===== src/rtl/cpu_pkg.sv =====
// Shared CPU constants: opcodes, ALU op codes, funct3 values, NOP word
// and the program loader state type.
package cpu_pkg;

  localparam logic [6:0] OPC_OP     = 7'b0110011;
  localparam logic [6:0] OPC_OP_IMM = 7'b0010011;

  localparam logic [2:0] ALU_ADD = 3'b001;
  localparam logic [2:0] ALU_XOR = 3'b100;
  localparam logic [2:0] ALU_OR  = 3'b110;
  localparam logic [2:0] ALU_AND = 3'b111;

  localparam logic [2:0] F3_ADD = 3'b000;
  localparam logic [2:0] F3_XOR = 3'b100;
  localparam logic [2:0] F3_OR  = 3'b110;
  localparam logic [2:0] F3_AND = 3'b111;

  localparam logic [31:0] NOP_WORD = 32'h0000_0013;

  typedef enum logic [1:0] {
    ST_LOAD = 2'd0,
    ST_PAD  = 2'd1,
    ST_DONE = 2'd2
  } ld_state_t;

endpackage


===== src/rtl/instr_encode.sv =====
// Combinational ALU request to RV32I word encoder with a validity flag
// for unsupported op codes.
module instr_encode
  import cpu_pkg::*;
(
  input  logic        is_imm,
  input  logic [2:0]  alu_op,
  input  logic [4:0]  rd,
  input  logic [4:0]  rs1,
  input  logic [4:0]  rs2,
  input  logic [11:0] imm12,
  output logic [31:0] word,
  output logic        valid
);

  logic [2:0] f3;

  always_comb begin
    f3    = F3_ADD;
    valid = 1'b1;
    unique case (1'b1)
      alu_op == ALU_ADD: f3 = F3_ADD;
      alu_op == ALU_XOR: f3 = F3_XOR;
      alu_op == ALU_OR:  f3 = F3_OR;
      alu_op == ALU_AND: f3 = F3_AND;
      default:           valid = 1'b0;
    endcase
  end

  assign word = is_imm
    ? {imm12, rs1, f3, rd, OPC_OP_IMM}
    : {7'b0, rs2, rs1, f3, rd, OPC_OP};

endmodule


===== src/rtl/instr_loader.sv =====
// Sequential program loader writing encoded ALU instructions to imem.
// Define LOADER_NOP_PAD_EN to fill the rest of memory with NOPs on commit.
module instr_loader
  import cpu_pkg::*;
#(
  parameter  int DEPTH = 64,
  localparam int AW    = $clog2(DEPTH)
) (
  input  logic          clk,
  input  logic          rst_n,
  input  logic          in_valid,
  output logic          in_ready,
  input  logic          in_is_imm,
  input  logic [2:0]    in_alu_op,
  input  logic [4:0]    in_rd,
  input  logic [4:0]    in_rs1,
  input  logic [4:0]    in_rs2,
  input  logic [11:0]   in_imm12,
  input  logic          commit,
  input  logic          clear,
  output logic          imem_we,
  output logic [AW-1:0] imem_addr,
  output logic [31:0]   imem_wdata,
  output logic [AW:0]   count,
  output logic          busy,
  output logic          done,
  output logic          err
);

  localparam logic [AW:0] FULL = (AW+1)'(DEPTH);

  ld_state_t     state_q, state_d;
  logic [AW:0]   count_d;
  logic          we_d, err_d;
  logic [AW-1:0] addr_d;
  logic [31:0]   wdata_d;
  logic [31:0]   enc_word;
  logic          enc_ok;
  logic          xfer;

  instr_encode u_enc (
    .is_imm (in_is_imm),
    .alu_op (in_alu_op),
    .rd     (in_rd),
    .rs1    (in_rs1),
    .rs2    (in_rs2),
    .imm12  (in_imm12),
    .word   (enc_word),
    .valid  (enc_ok)
  );

  assign in_ready = rst_n && state_q == ST_LOAD
                 && count < FULL && !clear;
  assign xfer = in_valid && in_ready;

  always_comb begin
    state_d = state_q;
    count_d = count;
    we_d    = 1'b0;
    err_d   = 1'b0;
    addr_d  = imem_addr;
    wdata_d = imem_wdata;
    if (clear) begin
      state_d = ST_LOAD;
      count_d = '0;
    end else begin
      case (state_q)
        ST_LOAD: begin
          if (xfer && enc_ok) begin
            we_d    = 1'b1;
            addr_d  = count[AW-1:0];
            wdata_d = enc_word;
            count_d = count + 1'b1;
          end
          err_d = xfer && !enc_ok;
          if (commit) begin
`ifdef LOADER_NOP_PAD_EN
            state_d = (count_d < FULL) ? ST_PAD : ST_DONE;
`else
            state_d = ST_DONE;
`endif
          end
        end
`ifdef LOADER_NOP_PAD_EN
        ST_PAD: begin
          we_d    = 1'b1;
          addr_d  = count[AW-1:0];
          wdata_d = NOP_WORD;
          count_d = count + 1'b1;
          if (count_d == FULL) state_d = ST_DONE;
        end
`endif
        ST_DONE: state_d = ST_DONE;
        default: state_d = ST_LOAD;
      endcase
    end
  end

  always_ff @(posedge clk or negedge rst_n) begin
    if (!rst_n) begin
      state_q    <= ST_LOAD;
      count      <= '0;
      imem_we    <= 1'b0;
      imem_addr  <= '0;
      imem_wdata <= '0;
      err        <= 1'b0;
    end else begin
      state_q    <= state_d;
      count      <= count_d;
      imem_we    <= we_d;
      imem_addr  <= addr_d;
      imem_wdata <= wdata_d;
      err        <= err_d;
    end
  end

  // done waits out the final write beat still on the bus
  assign done = state_q == ST_DONE && !imem_we;

`ifdef LOADER_NOP_PAD_EN
  assign busy = state_q == ST_PAD;
`else
  assign busy = 1'b0;
`endif

endmodule


===== config.mk =====
export PLATFORM = sky130hd
export DESIGN_NAME = instr_loader
export DESIGN_NICKNAME = d
export VERILOG_FILES = /design/src/rtl/cpu_pkg.sv /design/src/rtl/instr_encode.sv /design/src/rtl/instr_loader.sv
export SDC_FILE = /design/constraint.sdc
export NUM_CORES = 1
export LEC_CHECK = 0
export BUFFER_PORTS_ARGS = -buffer_cell sky130_fd_sc_hd__buf_4
export CAP_MARGIN = 10
export CORE_MARGIN = 5
export CORE_UTILIZATION = 50
export DETAILED_ROUTE_END_ITERATION = 10
export MAX_ROUTING_LAYER = met4
export PLACE_DENSITY = 0.84
export SLEW_MARGIN = 10
export SYNTH_ARGS = -nofsm -noshare
export SYNTH_HDL_FRONTEND = slang
export SYNTH_SLANG_ARGS = --single-unit

===== constraint.sdc =====
create_clock -name clk -period 2.6 [get_ports clk]
set_input_delay 0.13 -clock clk [delete_from_list [all_inputs] [get_ports clk]]
set_output_delay 0.13 -clock clk [all_outputs]
set_load 0.05 [all_outputs]

==> results.py <==
metrics = {
    "status": {
        "status": "finished, final reports clean",
    },
    "clock_tree": {
        "clk_transition_reported_paths_ns": 0.07,
        "clockRootBuffer": "clkbuf_8",
        "numCtsBuffers": 5,
        "cts.htree.levels": 2,
        "cts.sinks": 43,
        "cts_repair_resize_count": 0,
        "clk_latency_ns": 0.29,
        "cts_buffer_depth": 2,
        "cts_tree": "done",
    },
    "timing": {
        "finalSetupViolCount": 0,
        "grt_setup_unrepaired": "false",
        "tightest_slew_ns": 0.914,
        "finalHoldViolCount": 0,
        "finalSetupTns_ns": 0,
        "hold_ws_ns": 0.0697,
        "clock.fmax_ghz": 0.491,
        "final_max_slew_viol_count": 0,
        "max_slew_margin_pct": 38.8,
        "finalClockSkew_ns": 0.00700,
        "final.period_utilization_pct": 78.3,
        "min_period_ns": 2.03,
    },
    "worst_setup_path": {
        "critPathMaxFanout": 23,
        "critPathSlowestCell": "dlygate4sd3_1",
        "crit_start": "rst_n",
        "cp_num_cells": 7,
        "reg2regPathDepth": 5,
        "r2r-start": "state_q[1]$_DFFE_PN0P_",
        "end_kind": "flop",
        "critPathTopFamily": "buffers and inverters",
        "path_cells": "dlygate4sd3_1 -> buf_4 -> nor4b_4 -> and2_2 -> nand2b_4 -> inv_2 -> mux2_2",
        "cpPeakStageDelay_ns": 0.57,
        "endpoint": "imem_wdata[19]$_DFFE_PN0P_",
        "crit_required_ns": 2.77,
        "r2r-end": "imem_wdata[19]$_DFFE_PN0P_",
        "crit_arrival_ns": 2.21,
        "startpoint_type": "input pin",
        "critPathKind": "input pin to flop",
        "critPathBufInv": 3,
        "rrSetupSlack_ns": 0.61,
    },
    "power": {
        "ir_drop_mv": 0.445,
        "power.leakage_uw": 0.00129,
        "intPower_uw": 1200,
        "p_per_area_nw_per_um2": 771,
        "p_sw_uw": 811,
        "pwr-share-clk_pct": 20.0,
        "power_frac_seq_pct": 41.1,
        "p_sw_share_pct": 40.3,
        "pwr-share-comb_pct": 38.9,
    },
    "detailed_routing": {
        "drc": 0,
        "drt-wirelength-per-cell_um": 15.1,
        "detail-route-antenna-nets": 0,
        "drt-initial-drc-count": 91,
        "drt_wl_total_um": 4410,
        "drt_pre_antenna_iters": 4,
        "drt-vias-per-instance": 5.28,
        "route.vias.total": 1541,
    },
    "layout": {
        "nets": 280,
        "layout-drive-gt1-share_pct": 45.1,
        "area_growth_syn_to_layout_pct": 34.7,
        "fin_cells": 292,
        "diodes": 0,
    },
    "global_routing": {
        "first_global_vias": 1513,
        "overflow": 0,
        "grt_max_degree": 44,
        "grt_pass1_wl_um": 7210,
        "grt_usage_pct": 18.4,
        "antenna_found_initial": 0,
    },
    "run": {
        "max-cap-violations": 0,
    },
    "logic_synthesis": {
        "synthSimpleGateAreaFrac_pct": 10.9,
        "synth_compound_area_share_pct": 11.9,
        "synth_top_flop_cell": "dfrtp_1",
        "synth_area_leaders": "dfrtp_1, o21ai_0, mux2_2",
        "ys_async_sr_fraction_pct": 100,
        "synth_edf_count": 0,
        "ys_ff_latch": 43,
        "yosysSeqAreaShare_pct": 55.5,
        "synth_commonest_cells": "dfrtp_1, o21ai_0, mux2_2",
        "synth_top_family_by_area": "multiplexers",
        "yosysTopAreaCellShare_pct": 55.5,
        "synth_warnings": 0,
        "yosysTopAreaCell": "dfrtp_1",
        "yosysMostFrequentCell": "dfrtp_1",
        "synthCells": 166,
        "synth-adder-area-share_pct": 0.645,
        "avgSynthCellArea_um2": 11.7,
        "synth-xor-area-share_pct": 1.29,
        "synth.distinct_cells": 32,
        "syn_area_um2": 1940,
        "synth_mux_area_share_pct": 13.4,
    },
    "place": {
        "portBuffers": 81,
        "gp_congestion": 0.751,
        "placedCellCount": 283,
        "dp_hpwl_um": 3250,
    },
    "floorplan": {
        "core_um2": 3720,
        "dieArea_um2": 5220,
        "initial_core_util_pct": 52.2,
        "num_io_pins": 86,
        "dieHeight_um": 72.3,
        "placementRows": 22,
        "die_w_um": 72.3,
    },
    "min_path": {
        "hold_path_class": "input pin to flop",
        "hold_start": "in_rd[2]",
    },
}
## layer usage
metal  share of wire, %  up-vias  GRT usage (%)
met5                  0        -              -
met4                1.4        0           7.31
met1                 41      732           23.0
li1                   -      730              -
met2                 47       73           27.2
met3                 10        6           6.37
## flip-flops by register name, indices dropped and copies added, names as in the netlist
register and count:
count 7, err 1, imem_addr 6, imem_wdata 27, imem_we 1, state_q 1
## cell usage in the layout, fill, tap and decap left out, drive strengths merged, types with 2 or more instances in the layout
cell    count
o31ai       4
conb        4
or4         4
and2        2
mux2       17
inv         4
nor2        3
nand2       8
xnor2       2
nor3b       2
nand4       2
buf        82
nor2b       4
nand2b      2
nand3       3
a21oi       9
dfrtp      43
clkbuf      7
o21ai      31
mux2i       5
## cell families (layout without fill, tap and decap cells)
kind of cell	after synthesis	count (layout)
DFF	43	43
and+or+nand+nor	33	33
AOI/OAI and AO/OA	44	44
other	1	4
buffers and inverters	20	95
adders and majority gates	1	1
xor gates and xnor gates	2	2
muxes	22	22
## metrics by stage
step                cell area, um2  setup WS (ns)  util [%]  total power [uW]
finish                        2610          0.565      70.3              2010
floorplan                     1950          0.228         -              1370
global placement              2520          0.419      67.8              1620
global route                  2610          0.438      70.3              2100
CTS                           2610          0.587      70.3              2030
detailed placement            2520          0.327      67.8              1630
## layout make-up
| type | count | area [um2] |
|---|---|---|
| inverters | 4 | 15.0 |
| repair buffers | 83 | 626 |
| well taps | 48 | 60.1 |
| clock buffers | 7 | 76.3 |
| fillers | 278 | 1100 |
| flip-flops and latches | 43 | 1080 |
| multi-input cells | 106 | 754 |
| clock inverters | 1 | 5.00 |
## worst min path at each step
stage | end | slack [ns] | depth (start not counted)
floorplan | count[0]$_DFFE_PN0P_ | -0.17 | 0
global placement | imem_wdata[13]$_DFFE_PN0P_ | 0.24 | 2
finish | imem_wdata[9]$_DFFE_PN0P_ | 0.07 | 2
detailed placement | imem_wdata[13]$_DFFE_PN0P_ | 0.24 | 2
CTS | imem_wdata[10]$_DFFE_PN0P_ | 0.07 | 2
global route | imem_wdata[9]$_DFFE_PN0P_ | 0.06 | 2
## timing repair
action                    in CTS  in global routing
hold buffers                   1                  0
buffers inserted               0                  0
hold endpoints to repair      43                  0
## power by group through the flow
| stage | Combinational, uW | Clock, uW | Sequential [uW] |
|---|---|---|---|
| global route | 825 | 436 | 842 |
| CTS | 791 | 406 | 828 |
| floorplan | 172 | 0 | 1190 |
| detailed placement | 790 | 0 | 841 |
| finish | 783 | 402 | 828 |
| global placement | 778 | 0 | 837 |
(Power assumes the default switching activity.)
